`config.mk`:
```
export PLATFORM = sky130hd
export DESIGN_NAME = sprite_motion_ctrl
export DESIGN_NICKNAME = d
export VERILOG_FILES = /design/src/rtl/sprite_motion_ctrl.sv
export SDC_FILE = /design/constraint.sdc
export NUM_CORES = 1
export LEC_CHECK = 0
export BUFFER_PORTS_ARGS = -buffer_cell sky130_fd_sc_hd__buf_4
export CAP_MARGIN = 25
export CORE_MARGIN = 3
export CORE_UTILIZATION = 55
export DETAILED_ROUTE_END_ITERATION = 6
export PLACE_DENSITY = 0.76
export SLEW_MARGIN = 5
export SYNTH_ARGS = -nofsm -noshare
export SYNTH_HDL_FRONTEND = slang
export SYNTH_SLANG_ARGS = --single-unit
export TNS_END_PERCENT = 5
```
`constraint.sdc`:
```
create_clock -name clk -period 8.4 [get_ports clk]
set_clock_uncertainty 0.1 [all_clocks]
set_input_delay 0 -clock clk [delete_from_list [all_inputs] [get_ports clk]]
set_output_delay 0 -clock clk [all_outputs]
set_load 0.005 [all_outputs]
```
`src/rtl/sprite_motion_ctrl.sv`:
```
// Frame-paced sprite position controller: keyboard-driven moves with hold acceleration.
// Define SPRITE_WRAP_EN to wrap around the visible area instead of clamping at its bounds.
module sprite_motion_ctrl #(
  parameter int         POS_W        = 10,
  parameter int         H_RES        = 640,
  parameter int         V_RES        = 480,
  parameter int         SPRITE_W     = 16,
  parameter int         SPRITE_H     = 16,
  parameter int         X_INIT       = 312,
  parameter int         Y_INIT       = 232,
  parameter int         STEP_MIN     = 1,
  parameter int         STEP_MAX     = 4,
  parameter int         ACCEL_FRAMES = 8,
  parameter logic [7:0] KEY_UP       = 8'h75,
  parameter logic [7:0] KEY_DOWN     = 8'h72,
  parameter logic [7:0] KEY_LEFT     = 8'h6B,
  parameter logic [7:0] KEY_RIGHT    = 8'h74
) (
  input  logic             clk,
  input  logic             reset_n,
  input  logic [7:0]       key_code,
  input  logic             frame_tick,
  input  logic             recenter,
  output logic [POS_W-1:0] sprite_x,
  output logic [POS_W-1:0] sprite_y,
  output logic [2:0]       step,
  output logic             moving,
  output logic [3:0]       at_edge
);
  localparam logic [POS_W:0]   X_MAX   = (POS_W+1)'(H_RES - SPRITE_W);
  localparam logic [POS_W:0]   Y_MAX   = (POS_W+1)'(V_RES - SPRITE_H);
  localparam int               CNT_W   = $clog2(ACCEL_FRAMES + 1);
  localparam logic [2:0]       STEP_LO = 3'(STEP_MIN);
  localparam logic [2:0]       STEP_HI = 3'(STEP_MAX);
  localparam logic [CNT_W-1:0] CNT_TOP = CNT_W'(ACCEL_FRAMES);

  typedef enum logic {IDLE, MOVE} state_t;
  typedef enum logic [2:0] {DIR_NONE, DIR_UP, DIR_DOWN, DIR_LEFT, DIR_RIGHT} dir_t;

  state_t           state, state_nxt;
  dir_t             last_dir, last_dir_nxt, dir, move_dir;
  logic [POS_W-1:0] pos_x, pos_y, pos_x_nxt, pos_y_nxt;
  logic [2:0]       step_q, step_nxt, move_amt;
  logic [CNT_W-1:0] hold_cnt, hold_cnt_nxt, hold_inc;
  logic             move_en;

  function automatic dir_t decode_key(input logic [7:0] code);
    dir_t d;
    d = DIR_NONE;
    if (code == KEY_UP)         d = DIR_UP;
    else if (code == KEY_DOWN)  d = DIR_DOWN;
    else if (code == KEY_LEFT)  d = DIR_LEFT;
    else if (code == KEY_RIGHT) d = DIR_RIGHT;
    return d;
  endfunction

  // One axis step toward 0 (inc=0) or toward lim (inc=1), one guard bit wide.
  function automatic logic [POS_W-1:0] step_pos(input logic [POS_W-1:0] pos,
                                                input logic [2:0]       amt,
                                                input logic             inc,
                                                input logic [POS_W:0]   lim);
    logic [POS_W:0] p, a, r, span;
    p    = {1'b0, pos};
    a    = (POS_W+1)'(amt);
    span = lim + (POS_W+1)'(1);
    r    = '0;
    if (inc) begin
      r = p + a;
`ifdef SPRITE_WRAP_EN
      if (r > lim) r = r - span;
`else
      if (r > lim) r = lim;
`endif
    end else begin
`ifdef SPRITE_WRAP_EN
      r = (p < a) ? p - a + span : p - a;
`else
      r = (p < a) ? '0 : p - a;
`endif
    end
    return r[POS_W-1:0];
  endfunction

  function automatic logic [2:0] step_up(input logic [2:0] s);
    return (s >= STEP_HI) ? STEP_HI : s + 3'd1;
  endfunction

  always_ff @(posedge clk or negedge reset_n) begin
    if (!reset_n) begin
      state    <= IDLE;
      last_dir <= DIR_NONE;
      pos_x    <= POS_W'(X_INIT);
      pos_y    <= POS_W'(Y_INIT);
      step_q   <= STEP_LO;
      hold_cnt <= '0;
    end else begin
      state    <= state_nxt;
      last_dir <= last_dir_nxt;
      pos_x    <= pos_x_nxt;
      pos_y    <= pos_y_nxt;
      step_q   <= step_nxt;
      hold_cnt <= hold_cnt_nxt;
    end
  end

  always_comb begin
    state_nxt    = state;
    last_dir_nxt = last_dir;
    pos_x_nxt    = pos_x;
    pos_y_nxt    = pos_y;
    step_nxt     = step_q;
    hold_cnt_nxt = hold_cnt;
    move_en      = 1'b0;
    move_dir     = DIR_NONE;
    move_amt     = STEP_LO;
    dir          = decode_key(key_code);
    hold_inc     = hold_cnt + CNT_W'(1);
    if (recenter) begin
      state_nxt    = IDLE;
      pos_x_nxt    = POS_W'(X_INIT);
      pos_y_nxt    = POS_W'(Y_INIT);
      step_nxt     = STEP_LO;
      hold_cnt_nxt = '0;
    end else if (frame_tick) begin
      case (state)
        IDLE: begin
          if (dir != DIR_NONE) begin
            move_en      = 1'b1;
            move_dir     = dir;
            last_dir_nxt = dir;
            hold_cnt_nxt = CNT_W'(1);
            step_nxt     = STEP_LO;
            state_nxt    = MOVE;
          end
        end
        MOVE: begin
          if (dir == DIR_NONE) begin
            state_nxt    = IDLE;
            step_nxt     = STEP_LO;
            hold_cnt_nxt = '0;
          end else if (dir == last_dir) begin
            move_en  = 1'b1;
            move_dir = dir;
            move_amt = step_q;
            // Acceleration takes effect on the following tick.
            if (hold_inc == CNT_TOP) begin
              hold_cnt_nxt = '0;
              step_nxt     = step_up(step_q);
            end else begin
              hold_cnt_nxt = hold_inc;
            end
          end else begin
            move_en      = 1'b1;
            move_dir     = dir;
            last_dir_nxt = dir;
            step_nxt     = STEP_LO;
            hold_cnt_nxt = CNT_W'(1);
          end
        end
      endcase
    end
    if (move_en) begin
      case (move_dir)
        DIR_UP:    pos_y_nxt = step_pos(pos_y, move_amt, 1'b0, Y_MAX);
        DIR_DOWN:  pos_y_nxt = step_pos(pos_y, move_amt, 1'b1, Y_MAX);
        DIR_LEFT:  pos_x_nxt = step_pos(pos_x, move_amt, 1'b0, X_MAX);
        DIR_RIGHT: pos_x_nxt = step_pos(pos_x, move_amt, 1'b1, X_MAX);
        default:   ;
      endcase
    end
  end

  assign sprite_x = pos_x;
  assign sprite_y = pos_y;
  assign step     = step_q;
  assign moving   = (state == MOVE);
  assign at_edge  = {({1'b0, pos_y} == Y_MAX), (pos_y == '0),
                     ({1'b0, pos_x} == X_MAX), (pos_x == '0)};

endmodule

```
Yosys cells after proc, flatten, opt, wreduce, memory -nomap -nowiden
Cells that the tools add are included.
- bits in registers: 31
- input bits: 12
- output and inout bits: 28
- word-level logic and storage cells: 94
- $add $sub $neg: 6
- $lt $le $gt $ge: 5
- eq/ne operators: 17
- multiplexer cells: 50
- bitwise logic cells: 2
- reduce and logical (&&, ||, !) cells: 8
- operator list (kind ; count):
    $mux W10 ; 8
    $mux W3 ; 23
    $pmux W10 S2 ; 2
    $eq A8 B7 Y1 const B ; 4
    $mux W4 ; 6
    $add A10 B3 Y11 ; 2
    $logic_not A10 Y1 ; 2
    $lt A10 B3 Y1 ; 2
    $sub A10 B3 Y10 ; 2
    $pmux W3 S2 ; 3
    $gt A11 B10 Y1 const B ; 1
    $gt A11 B9 Y1 const B ; 1
    $eq A10 B10 Y1 const B ; 1
    $eq A10 B9 Y1 const B ; 1
    $pmux W4 S2 ; 1
    $eq A3 B2 Y1 const B ; 2
    $mux W1 ; 6
    $ne A2 B2 Y1 const B ; 3
    $ne A5 B4 Y1 const B ; 1
    $reduce_and A5 Y1 ; 1
    $add A4 B1 Y4 const B ; 1
    $eq A4 B4 Y1 const B ; 1
    $add A3 B1 Y3 const B ; 1
    $eq A3 B1 Y1 const B ; 1
    other kinds (11) ; 12

Logic depth before layout (Yosys ltp)
Gate-level depths: netlist of the first run.
- depth in word-level cells: 16
- gate-level depth with buffers: 18
- depth with buffers taken out: 17

Worst setup path before layout of the first run
Ideal clock, no wire load.
- kind: input -> register
- start point: input key_code[0]
- end point: register pos_x[6] (netlist: sprite_x[6])
- library setup time: 0.130 ns
- arrival: 3.960 ns
- required time: 8.170 ns
- slack: 4.210 ns
- stages: 14
- buffers on the path: 0
- path through: or3b_2 -> a211oi_1 -> xor2_1 -> a2111oi_4 -> inv_2 -> nor3_1 -> inv_2 -> fa_1 -> a211oi_2 -> nand2_1 -> o311ai_1 -> a21oi_1 -> a2111oi_2 -> o21ai_1
- cells in the longest elaborated chain, start to end: 16
- elaborated cells between the ends (all ways): 36
- classes of those cells: 2 x add/sub; 2 x order compare; 7 x eq/ne; 23 x mux; 2 x reduce/logical
- ends and longest elaborated chain (element ; line ; text):
    start: declaration ; 21 ; input logic [7:0] key_code,
    $eq A8 B7 Y1 ; 53 ; else if (code == KEY_RIGHT) d = DIR_RIGHT;
    $mux W3 ; 53 ;
    $mux W3 ; 52 ; else if (code == KEY_LEFT) d = DIR_LEFT;
    $mux W3 ; 51 ; else if (code == KEY_DOWN) d = DIR_DOWN;
    $mux W3 (*) ; 50 ; if (code == KEY_UP) d = DIR_UP;
    $eq A3 B3 Y1 ; 141 ; end else if (dir == last_dir) begin
    $mux W3 ; 141 ;
    $mux W3 ; 137 ; if (dir == DIR_NONE) begin
    $mux W3 ; 125 ; case (state)
    $mux W3 ; 124 ; end else if (frame_tick) begin
    $mux W3 ; 118 ; if (recenter) begin
    $add A10 B3 Y11 ; 68 ; r = p + a;
    $gt A11 B10 Y1 ; 72 ; if (r > lim) r = lim;
    $mux W10 ; 72 ;
    $pmux W10 S2 ; 163 ; case (move_dir)
    $mux W10 (*) ; 162 ; if (move_en) begin
    net pos_x_nxt[6] ; 42 ; logic [POS_W-1:0] pos_x, pos_y, pos_x_nxt, pos_y_nxt;
    end signal: assignment ; 92 ; pos_x <= POS_W'(X_INIT);
    end signal: assignment ; 99 ; pos_x <= pos_x_nxt;
    end: declaration ; 42 ;
Mark *: on every way through the listed nets, which the timed path passes. The rest lies on a longest branch.
A chain may end at the register's enable or synchronous reset.

Worst setup path after layout of the first run
- start point: register last_dir[0]
- end point: register pos_x[3] (netlist: sprite_x[3])
- cells in the longest elaborated chain, start to end: 11
- elaborated cells between the ends (all ways): 14
- classes of those cells: 2 x add/sub; 2 x order compare; 1 x eq/ne; 9 x mux
- ends and longest elaborated chain (element ; line ; text):
    start: declaration ; 41 ; dir_t last_dir, last_dir_nxt, dir, move_dir;
    start signal: assignment ; 98 ; last_dir <= last_dir_nxt;
    $eq A3 B3 Y1 (*) ; 141 ;
    $mux W3 (*) ; 141 ;
    $mux W3 (*) ; 137 ;
    $mux W3 (*) ; 125 ;
    $mux W3 (*) ; 124 ;
    $mux W3 (*) ; 118 ;
    $add A10 B3 Y11 ; 68 ;
    $gt A11 B10 Y1 ; 72 ;
    $mux W10 ; 72 ;
    $pmux W10 S2 (*) ; 163 ;
    $mux W10 (*) ; 162 ;
    net pos_x_nxt[3] ; 42 ;
Marks and branches as above.

==> results of run 1 <==
==> critical path, stage by stage, from the launching register on <==
cell,delay (ps)
sky130_fd_sc_hd__dfrtp_1,390
sky130_fd_sc_hd__or3_1,410
sky130_fd_sc_hd__a2111oi_4,510
sky130_fd_sc_hd__inv_2,90
sky130_fd_sc_hd__nor3_1,660
sky130_fd_sc_hd__inv_2,190
sky130_fd_sc_hd__fa_1,490
sky130_fd_sc_hd__a211oi_2,400
sky130_fd_sc_hd__nand2_1,170
sky130_fd_sc_hd__o311ai_1,810
sky130_fd_sc_hd__o21ai_0,260
sky130_fd_sc_hd__nand3_1,150
sky130_fd_sc_hd__o2bb2ai_1,80
sky130_fd_sc_hd__a41o_1,210
==> flip-flops by register name (all words and copies together), names as in the netlist <==
register / cells
sprite_x: 10
sprite_y: 10
hold_cnt: 4
last_dir: 3
step: 3
moving: 1
==> where the power goes <==
part / total [mW] / internal (mW) / switching, mW
registers: 0.151 / 0.150 / 0.00107
logic: 0.0262 / 0.0108 / 0.0154
clock network: 0.158 / 0.0960 / 0.0621
==> cells by family after synthesis <==
group | after synthesis
AO/OA/AOI/OAI | 121
XOR/XNOR | 17
flip-flops | 31
adder cells (fa/ha/maj) | 22
buffers and inverters | 35
multiplexers | 4
AND/OR/NAND/NOR | 145
==> layer usage <==
metal / vias up / global-route usage / wire, µm
li1: 1459 / - / -
met1: 1438 / 0.394 / 3620
met2: 158 / 0.425 / 3780
met3: 18 / 0.0437 / 681
met4: 0 / 0.0828 / 146
met5: - / 0 / 0
==> stage by stage <==
| stage | worst slack, ps | hold WS (ps) | cells | instance area (µm²) | power [mW] |
|---|---|---|---|---|---|
| after floorplan | 4210 | -396 | 375 | 3070 | 0.167 |
| after global placement | 2880 | -130 | 467 | 3380 | 0.178 |
| after detailed placement | 2810 | -130 | 467 | 3380 | 0.179 |
| after CTS | 3080 | 107 | 479 | 3530 | 0.337 |
| after global routing | 3050 | 121 | 480 | 3540 | 0.347 |
| final | 3420 | 92.6 | 480 | 3540 | 0.336 |
==> final cells by class <==
class / count / area share
Multi-Input combinational cell: 309 / 0.605
Sequential cell: 31 / 0.222
Timing Repair Buffer: 44 / 0.0954
Tap cell: 70 / 0.0247
Clock buffer: 6 / 0.0233
Inverter: 18 / 0.0191
Clock inverter: 2 / 0.00990
==> final timing paths <==
kind                          endpoint  slack (ps)  depth (start not counted)
max reg2reg                sprite_x[3]        3420                         13
max                        sprite_x[3]        3420                         13
min in group clk           last_dir[0]         140                          5
max in group asynchronous  sprite_x[8]        7760                          2
min reg2reg                last_dir[0]         430                          2
min                        sprite_x[0]          90                          2
==> cells in the mapped netlist, types with 3 or more instances <==
cell type and n:
sky130_fd_sc_hd__a21o_1 7, sky130_fd_sc_hd__a211o_1 3, sky130_fd_sc_hd__xnor2_1 10, sky130_fd_sc_hd__o211ai_1 4
sky130_fd_sc_hd__o31ai_1 3, sky130_fd_sc_hd__dfrtp_1 22, sky130_fd_sc_hd__nand3_1 13, sky130_fd_sc_hd__nor2b_1 7
sky130_fd_sc_hd__nand2b_1 10, sky130_fd_sc_hd__fa_1 4, sky130_fd_sc_hd__nor3_1 12, sky130_fd_sc_hd__or3b_2 3
sky130_fd_sc_hd__a31oi_1 7, sky130_fd_sc_hd__a211oi_1 6, sky130_fd_sc_hd__nand3b_1 4, sky130_fd_sc_hd__dfstp_2 9
sky130_fd_sc_hd__o21ai_1 9, sky130_fd_sc_hd__ha_1 18, sky130_fd_sc_hd__or3_1 4, sky130_fd_sc_hd__clkbuf_1 15
sky130_fd_sc_hd__o21ai_0 29, sky130_fd_sc_hd__xor2_1 7, sky130_fd_sc_hd__o21a_1 3, sky130_fd_sc_hd__nand2_1 33
sky130_fd_sc_hd__a22o_1 3, sky130_fd_sc_hd__and3_1 8, sky130_fd_sc_hd__a21oi_1 14, sky130_fd_sc_hd__inv_1 16
sky130_fd_sc_hd__nor2_1 28
==> repair_timing <==
| item | in CTS | in global routing |
|---|---|---|
| hold buffers | 4 | 0 |
| hold endpoints to repair | 34 | 0 |
| gates resized for setup | 0 | 0 |
==> parameters.txt, run 1 <==
Parameter                              Value

Run status
  Status ... finished, final reports clean

Power and ir drop
  P_leak ... 1.50 nW
  Peak ir drop on the vdd network ... 0.0000581 V
  PD cells ... 94.8 mW/mm²

Clock tree
  H-tree levels ... 2
  Clock transition at the register clock pins on the worst setup and hold paths after CTS ... 80 ps
  Max Root-Sink Buffers ... 2
  Count of clock tree sinks ... 31
  Cell at the root of the clock tree ... sky130_fd_sc_hd__clkbuf_8
  Post-CTS setup buffers ... 0
  TritonCTS buffer count ... 5
  TritonCTS clock tree ... done
  Insertion delay of the later-clocked pin in the worst-skew pair ... 290 ps

Floorplanning
  Die height ... 80.7 µm
  Effective utilization at floorplan ... 0.586
  Die width ... 80.7 µm
  Row count ... 26
  Die Outline Area ... 0.00651 mm²
  Top-Level Pins ... 40
  Core area ... 0.00524 mm²

Cells and area
  Layout overhead on the synthesized area ... 15.3%
  Share of cells above drive strength 1 ... 0.185
  Final core utilization ... 0.676
  Fillers ... 436
  Commonest non-fill, non-tap cell in the layout ... sky130_fd_sc_hd__buf_4
  Antenna diode count ... 0
  Multi-input logic area ... 0.00214 mm²
  Final Net Count ... 443
  Most frequent cells in the layout ... 39 x sky130_fd_sc_hd__buf_4, 33 x sky130_fd_sc_hd__nand2_1, 29 x sky130_fd_sc_hd__o21ai_0
  Sequential cell area ... 787 µm²

Drt
  Final routed wire length divided by cell count ... 17.2 µm
  Vias per cell ... 6.40
  Number of nets still failing antenna checks after routing ... 0
  Detailed Route Iter0 Violations ... 256
  Vias post-DR ... 3,073
  Detailed-route DRC error count ... 0
  Pre-Repair DR Iteration Count ... 5
  Total Wirelength ... 8.23 mm

Synth
  Dominant combinational cell family by area after synthesis ... compound AO/OA/AOI/OAI gates
  Average cell area after synthesis ... 8.18 µm²
  Parity-gate share of the synthesized area counting xor and xnor cells ... 0.0485
  Adder and majority gate portion of the synthesized area ... 0.0995
  Primary flip-flop cell chosen by synthesis mapping ... sky130_fd_sc_hd__dfrtp_1
  Biggest area consumer among synthesized cells ... sky130_fd_sc_hd__dfrtp_1
  Fraction of synthesized area in multiplexers ... 0.0139
  Count of cell types in the netlist ... 77
  Compound-Gate Fraction of Synth Area ... 0.280
  Proportion of synthesized chip area in sequential cells ... 0.256
  Top cell type's share of synthesized area ... 0.179
  Synth Cell Area ... 0.00307 mm²
  Number of storage elements in the synthesis netlist ... 31
  Synth Area in Simple Gates ... 0.256
  Cell count after synthesis ... 375
  Net count after synthesis ... 409
  Number of enable-type register cells in the synthesized netlist ... 0
  Largest cells by area after synthesis ... sky130_fd_sc_hd__dfrtp_1 18%, sky130_fd_sc_hd__dfstp_2 7.7%, sky130_fd_sc_hd__ha_1 7.3%
  Number of warning messages in the yosys log ... 0
  Share of synthesized registers carrying an async set or reset ... 1.00

STA
  Final hold violations ... 0
  Highest attainable clock frequency ... 0.201 GHz
  Total negative slack ... 0 ps
  Setup Viol. Count Final ... 0
  Unrepaired setup endpoints after global routing ... no
  Headroom to the max-slew limit ... 0.345
  Count of pins over their slew limit ... 0
  Final period demand of the worst path ... 4980 ps
  Final cycle utilization of the critical path ... 0.593
  Transition time at the pin with the least slew margin ... 980 ps

Critical path
  Startpoint Class ... flip-flop
  Critical path required time ... 8530 ps
  Crit Path Category ... reg2reg
  Top fanout value on the critical path ... 8
  Crit path launch ... last_dir[0]
  Endpoint type of the worst setup path ... flip-flop
  Worst path arrival time ... 5110 ps
  Startpoint of the worst-slack reg-to-reg timing path ... last_dir[0]

Place
  Half-perimeter wire length after placement ... 6.07 mm
  Final weighted congestion of routability-driven global placement ... 0.907
  Number of buffer cells added on primary ports ... 39

Global route
  Overall fraction of global-route tracks in use ... 0.275
  Pin count of the biggest net entering global routing ... 32
  Number of global-route vias before repair ... 2,817
  First-pass GRT wire length ... 13.8 mm
  Antenna violations before repair ... 0
  Grt total ovfl ... 0

Run
  Count of max-cap constraint violations ... 0

Worst hold path
  Hold crit path type ... in2async
Note: power is estimated with default switching activity, not from simulation.
==> run 2: changes to the inputs <==
--- a/config.mk
+++ b/config.mk
@@ -8,9 +8,9 @@
 export BUFFER_PORTS_ARGS = -buffer_cell sky130_fd_sc_hd__buf_4
 export CAP_MARGIN = 25
 export CORE_MARGIN = 3
-export CORE_UTILIZATION = 55
+export CORE_UTILIZATION = 53
 export DETAILED_ROUTE_END_ITERATION = 6
-export PLACE_DENSITY = 0.76
+export PLACE_DENSITY = 0.77
 export SLEW_MARGIN = 5
 export SYNTH_ARGS = -nofsm -noshare
 export SYNTH_HDL_FRONTEND = slang
==> constraint.sdc (replaced) <==
create_clock -name clk -period 4 [get_ports clk]
set_clock_uncertainty 0.1 [all_clocks]
set_input_delay 0 -clock clk [delete_from_list [all_inputs] [get_ports clk]]
set_output_delay 0 -clock clk [all_outputs]
set_load 0.005 [all_outputs]
==> parameters.txt, run 2 (same netlist as run 1, synthesis figures left out) <==
Parameter                              Value

Run status
  Status ... finished, final reports clean

STA
  Worst hold slack across all endpoints ... 84.0 ps (-8.59 ps)
  Final period demand of the worst path ... 3810 ps (-1170 ps)
  Count of pins over their slew limit ... 0 (unchanged)
  Transition time at the pin with the least slew margin ... 951 ps (-29.0 ps)
  Highest attainable clock frequency ... 0.262 GHz (+31%)
  Unrepaired setup endpoints after global routing ... no
  Smallest setup slack after layout ... 186 ps (-3230 ps)
  Total negative slack ... 0 ps (unchanged)
  Final cycle utilization of the critical path ... 0.953 (+0.360)
  Setup Viol. Count Final ... 0 (unchanged)
  Final hold violations ... 0 (unchanged)
  Headroom to the max-slew limit ... 0.364 (+0.0194)

Power and ir drop
  Net switching share of the total power ... 0.233 (-0.00135)
  Portion of total power attributed to combinational logic ... 0.085 (+0.007)
  Internal cell power ... 0.544 mW (+110%)
  Peak ir drop on the vdd network ... 0.000154 V (+160%)
  Switching power total ... 0.165 mW (+110%)
  Part of the total power dissipated in the clock network ... 0.466 (-0.005)
  P_leak ... 1.63 nW (+9.0%)
  PD cells ... 187 mW/mm² (+97%)
  Fraction of power consumed by sequential logic ... 0.449 (-0.002)
  Post-layout power ... 0.709 mW (+110%)

Clock tree
  TritonCTS clock tree ... done
  Clock transition at the register clock pins on the worst setup and hold paths after CTS ... 70 ps (about the same)
  TritonCTS buffer count ... 5 (unchanged)
  Insertion delay of the later-clocked pin in the worst-skew pair ... 290 ps (about the same)
  Count of clock tree sinks ... 31 (unchanged)
  H-tree levels ... 2 (unchanged)
  Cell at the root of the clock tree ... sky130_fd_sc_hd__clkbuf_8
  Max Root-Sink Buffers ... 2 (unchanged)

Cells and area
  Most frequent cells in the layout ... 66 x sky130_fd_sc_hd__buf_4, 31 x sky130_fd_sc_hd__nand2_1, 29 x sky130_fd_sc_hd__o21ai_0
  Layout overhead on the synthesized area ... 23.4%
  Fillers ... 471 (+8.0%)
  Commonest non-fill, non-tap cell in the layout ... sky130_fd_sc_hd__buf_4
  Final core utilization ... 0.684 (+0.00801)
  Final instance count without filler cells ... 508 (+5.8%)
  Share of cells above drive strength 1 ... 0.257 (+0.0715)
  Antenna diode count ... 0 (unchanged)
  Summed area of non-filler cells in the final layout ... 0.00379 mm² (+7.0%)
  Final Net Count ... 469 (+5.9%)

Worst hold path
  Hold crit path type ... in2async

Global route
  Overall fraction of global-route tracks in use ... 0.273 (-0.00145)
  Pin count of the biggest net entering global routing ... 32 (unchanged)
  Antenna violations before repair ... 0 (unchanged)
  Grt total ovfl ... 0 (unchanged)
  Number of global-route vias before repair ... 2,980 (+5.8%)
  First-pass GRT wire length ... 14.2 mm (+2.7%)

Critical path
  Startpoint Class ... flip-flop
  Largest stage delay, worst path ... 430 ps (-380 ps)
  Critical-path cell list ... or3_1 > a2111oi_4 > inv_2 > nor3_4 > inv_2 > fa_1 > o21ba_2 > or3_1 > a21oi_1 > o21ai_0 > a311o_1 > a31oi_1 > o31ai_1
  Endpoint type of the worst setup path ... flip-flop
  Worst path arrival time ... 3860 ps (-1250 ps)
  Top fanout value on the critical path ... 5 (-3)
  Critical path required time ... 4050 ps (-4480 ps)
  Crit Path Category ... reg2reg
  Max stage delay cell, worst path ... sky130_fd_sc_hd__fa_1
  Internal reg-to-reg setup slack ... 190 ps (-3230 ps)

Drt
  Vias per cell ... 6.17 (-3.6%)
  Total Wirelength ... 8.61 mm (+4.6%)
  Number of nets still failing antenna checks after routing ... 0 (unchanged)
  Vias post-DR ... 3,134 (+2.0%)
  Pre-Repair DR Iteration Count ... 5 (unchanged)
  Detailed Route Iter0 Violations ... 253 (-1.2%)
  Final routed wire length divided by cell count ... 17.0 µm (-1.1%)
  Detailed-route DRC error count ... 0 (unchanged)

Place
  Half-perimeter wire length after placement ... 6.50 mm (+7.0%)
  Setup slack after placement ... -104 ps (-2910 ps)
  Dpl cells ... 496 (+6.2%)
  Final weighted congestion of routability-driven global placement ... 0.915 (+0.93%)
  Number of buffer cells added on primary ports ... 39 (unchanged)
  Total cell area at the placement stage ... 0.00359 mm² (+6.4%)

Floorplanning
  Effective utilization at floorplan ... 0.554 (-0.0320)
  Die height ... 82.1 µm (+1.7%)
  Die width ... 82.1 µm (+1.7%)
  Core area ... 0.00554 mm² (+5.8%)
  Row count ... 27 (+3.8%)
  Top-Level Pins ... 40 (unchanged)
  Die Outline Area ... 0.00674 mm² (+3.5%)

Run
  Count of max-cap constraint violations ... 0 (unchanged)
## run 2: routing by layer
metal	share of wire	vias to the layer above	global-route usage	wire length, µm
met5	0	-	0	0
met4	0.015	0	0.0947	130
met3	0.062	12	0.0390	537
met2	0.46	121	0.436	4000
met1	0.46	1496	0.378	3950
li1	-	1505	-	-
## run 2: final cells by class
| cell class | count | area [µm²] | share of cell area |
|---|---|---|---|
| Multi-Input combinational cell | 309 | 2190 | 0.578 |
| Timing Repair Buffer | 70 | 536 | 0.141 |
| Tap cell | 72 | 90.1 | 0.0238 |
| Clock buffer | 6 | 82.6 | 0.0218 |
| Inverter | 18 | 67.6 | 0.0178 |
| Clock inverter | 2 | 35.0 | 0.00925 |
| Sequential cell | 31 | 787 | 0.208 |
## run 2: power by group through the flow
stage	logic [mW]	registers, mW	clock network (mW)
6_report	0.0603	0.318	0.330
5_1_grt	0.0663	0.318	0.347
4_1_cts	0.0600	0.318	0.333
3_5_place_dp	0.0568	0.323	0
3_3_place_gp	0.0554	0.323	0
2_1_floorplan	0.0279	0.322	0
## run 2: final timing paths
kind / from / endpoint / cells past startpoint
setup / recovery: last_dir[0] / sprite_y[0] / 13
hold / removal: reset_n / sprite_x[7] / 2
setup reg to reg: last_dir[0] / sprite_y[0] / 13
hold reg to reg: last_dir[0] / last_dir[0] / 2
max in group asynchronous: reset_n / sprite_y[5] / 2
min in group clk: key_code[2] / sprite_y[6] / 4
## run 2: worst max-delay path: cells and delay by family (launching register included)
| family | cells | cell delay (ps) |
|---|---|---|
| flops | 1 | 390 |
| compound gates | 7 | 1540 |
| fa+ha+maj | 1 | 430 |
| simple gates | 3 | 1000 |
| buf+inv | 2 | 220 |
## run 2: timing repair
action                                  4_1_cts  5_1_grt
hold buffers                                  4        0
hold endpoints to repair                     35        0
resized for setup                             0        9
endpoints found under the setup margin        0       18
buffers inserted                              0        0
==> run 3: changes to the inputs <==
--- a/config.mk
+++ b/config.mk
@@ -10,7 +10,7 @@
 export CORE_MARGIN = 3
 export CORE_UTILIZATION = 53
 export DETAILED_ROUTE_END_ITERATION = 6
-export PLACE_DENSITY = 0.77
+export PLACE_DENSITY = 0.76
 export SLEW_MARGIN = 5
 export SYNTH_ARGS = -nofsm -noshare
 export SYNTH_HDL_FRONTEND = slang
==> parameters.txt, run 3 (same netlist as run 1, synthesis figures left out) <==
Parameter                              Value

Place
  Final weighted congestion of routability-driven global placement ... 0.939 (+2.7%)
  Number of buffer cells added on primary ports ... 39 (unchanged)
  Half-perimeter wire length after placement ... 6.37 mm (-1.9%)
  Total cell area at the placement stage ... 0.00362 mm² (+0.63%)
  Dpl cells ... 499 (+0.60%)

Power and ir drop
  Post-layout power ... 0.706 mW (-0.42%)
  Internal cell power ... 0.542 mW (-0.21%)
  Peak ir drop on the vdd network ... 0.000111 V (-28%)
  Portion of total power attributed to combinational logic ... 0.083 (-0.002)
  Net switching share of the total power ... 0.231 (-0.00163)
  P_leak ... 1.64 nW (+0.24%)
  Switching power total ... 0.163 mW (-1.1%)
  Fraction of power consumed by sequential logic ... 0.450 (about the same)
  PD cells ... 186 mW/mm² (-0.52%)
  Part of the total power dissipated in the clock network ... 0.467 (about the same)

Critical path
  Critical path required time ... 4080 ps (+30 ps)
  Crit Path Category ... reg2reg
  Endpoint type of the worst setup path ... flip-flop
  Startpoint of the worst-slack reg-to-reg timing path ... last_dir[0]
  End point of the critical path ... sprite_x[0]
  Internal reg-to-reg setup slack ... 180 ps (about the same)
  Number of cells traversed by the worst register-to-register path ... 15 (+2)
  Top fanout value on the critical path ... 3 (-2)
  Endpoint of the worst-slack reg-to-reg timing path ... sprite_x[0]
  Crit path launch ... last_dir[0]
  Worst path arrival time ... 3900 ps (+40 ps)
  Startpoint Class ... flip-flop

Floorplanning
  Effective utilization at floorplan ... 0.554 (unchanged)
  Row count ... 27 (unchanged)
  Die height ... 82.1 µm (unchanged)
  Top-Level Pins ... 40 (unchanged)
  Die Outline Area ... 0.00674 mm² (unchanged)
  Die width ... 82.1 µm (unchanged)
  Core area ... 0.00554 mm² (unchanged)

Cells and area
  Commonest non-fill, non-tap cell in the layout ... sky130_fd_sc_hd__buf_4
  Final instance count without filler cells ... 511 (+0.59%)
  Antenna diode count ... 0 (unchanged)
  Fillers ... 479 (+1.7%)
  Summed area of non-filler cells in the final layout ... 0.00379 mm² (about the same)
  Most frequent cells in the layout ... 69 x sky130_fd_sc_hd__buf_4, 32 x sky130_fd_sc_hd__nand2_1, 28 x sky130_fd_sc_hd__o21ai_0, 28 x sky130_fd_sc_hd__nor2_1, 22 x sky130_fd_sc_hd__dfrtp_1
  Layout overhead on the synthesized area ... 23.6% (about the same)
  Sequential cell area ... 787 µm² (unchanged)
  Multi-input logic area ... 0.00217 mm² (-0.86%)
  Final Net Count ... 472 (+0.64%)
  Share of cells above drive strength 1 ... 0.253 (-0.00403)

Clock tree
  Max Root-Sink Buffers ... 2 (unchanged)
  H-tree levels ... 2 (unchanged)
  Count of clock tree sinks ... 31 (unchanged)
  TritonCTS clock tree ... done
  Clock transition at the register clock pins on the worst setup and hold paths after CTS ... 70 ps (about the same)
  TritonCTS buffer count ... 5 (unchanged)
  Cell at the root of the clock tree ... sky130_fd_sc_hd__clkbuf_8
  Insertion delay of the later-clocked pin in the worst-skew pair ... 290 ps (about the same)
  Post-CTS setup buffers ... 0 (unchanged)

STA
  Setup Viol. Count Final ... 0 (unchanged)
  Transition time at the pin with the least slew margin ... 961 ps (+9.91 ps)
  Headroom to the max-slew limit ... 0.357 (-0.00663)
  Final hold violations ... 0 (unchanged)
  Highest attainable clock frequency ... 0.262 GHz (-0.23%)
  Final cycle utilization of the critical path ... 0.956 (+0.00220)
  Total negative slack ... 0 ps (unchanged)
  Count of pins over their slew limit ... 0 (unchanged)
  Final period demand of the worst path ... 3820 ps (+8.78 ps)

Drt
  Pre-Repair DR Iteration Count ... 5 (unchanged)
  Detailed-route DRC error count ... 0 (unchanged)
  Number of nets still failing antenna checks after routing ... 0 (unchanged)
  Vias per cell ... 6.13 (-0.71%)
  Detailed Route Iter0 Violations ... 190 (-25%)
  Total Wirelength ... 8.45 mm (-1.9%)
  Final routed wire length divided by cell count ... 16.5 µm (-2.5%)
  Vias post-DR ... 3,130 (-0.13%)

Global route
  Overall fraction of global-route tracks in use ... 0.266 (-0.00739)
  First-pass GRT wire length ... 13.9 mm (-2.2%)
  Pin count of the biggest net entering global routing ... 32 (unchanged)
  Antenna violations before repair ... 0 (unchanged)
  Grt total ovfl ... 0 (unchanged)
  Number of global-route vias before repair ... 2,842 (-4.6%)

Run
  Count of max-cap constraint violations ... 0 (unchanged)

Worst hold path
  Hold crit path type ... in2async

Run status
  Status ... finished, final reports clean
-- run 3: cell types whose count changed in the layout (fill, tap and decap cells not counted), sizes merged --
cell,previous run,this run
buf,66,69
-- run 3: cell type report --
cell class	instances	share of cell area
multi-input cells	309	0.573
flip-flops and latches	31	0.208
repair buffers	73	0.147
well taps	72	0.0238
inverters	18	0.0178
clock buffers	6	0.0218
clock inverters	2	0.00924
-- run 3: what timing repair did --
action,CTS,global route
setup endpoints to repair,0,17
resized for setup,0,5
hold buffers,4,0
hold endpoints to repair,35,0
-- run 3: metrics by stage --
stage | setup slack [ps] | utilization | hold WS, ps
2_1_floorplan | 127 | - | -396
5_1_grt | -11.5 | 0.685 | 129
3_5_place_dp | -84.2 | 0.653 | -138
4_1_cts | 50.5 | 0.681 | 102
6_report | 177 | 0.685 | 95.2
3_3_place_gp | 33.2 | 0.653 | -144
-- run 3: power groups by stage --
| stage | clock [mW] | sequential (mW) | combinational (mW) |
|---|---|---|---|
| final | 0.330 | 0.318 | 0.0583 |
| after floorplan | 0 | 0.322 | 0.0279 |
| after CTS | 0.330 | 0.318 | 0.0581 |
| after detailed placement | 0 | 0.323 | 0.0548 |
| after global routing | 0.346 | 0.318 | 0.0640 |
| after global placement | 0 | 0.323 | 0.0538 |
-- run 3: routing by layer --
layer  vias up  routed length, µm  global-route usage
met5         -                  0                   0
met4         0                 98              0.0548
met3         8                584              0.0336
met2       120               3860               0.422
met1      1492               3910               0.387
li1       1510                  -                   -
-- run 3: worst min-delay path by stage --
stage,start,end,slack (ps),cells after the start
2_1_floorplan,reset_n,hold_cnt[0],-400,0
3_3_place_gp,reset_n,hold_cnt[3],-140,1
3_5_place_dp,reset_n,hold_cnt[3],-140,1
4_1_cts,reset_n,hold_cnt[3],100,2
5_1_grt,reset_n,hold_cnt[3],130,2
6_report,reset_n,sprite_x[6],100,2
-- run 3: critical path, stage by stage, from the launching register on --
cell and delay (ps):
sky130_fd_sc_hd__dfrtp_1 390, sky130_fd_sc_hd__or3_1 420, sky130_fd_sc_hd__a2111oi_4 340, sky130_fd_sc_hd__inv_2 100, sky130_fd_sc_hd__nor2_1 150, sky130_fd_sc_hd__nand2_1 120, sky130_fd_sc_hd__ha_1 220, sky130_fd_sc_hd__fa_1 390
sky130_fd_sc_hd__nor2b_1 170, sky130_fd_sc_hd__or4b_1 480, sky130_fd_sc_hd__o32ai_2 110, sky130_fd_sc_hd__a211oi_1 120, sky130_fd_sc_hd__o21ai_2 220, sky130_fd_sc_hd__buf_4 150, sky130_fd_sc_hd__nand3_1 50, sky130_fd_sc_hd__a22o_1 180
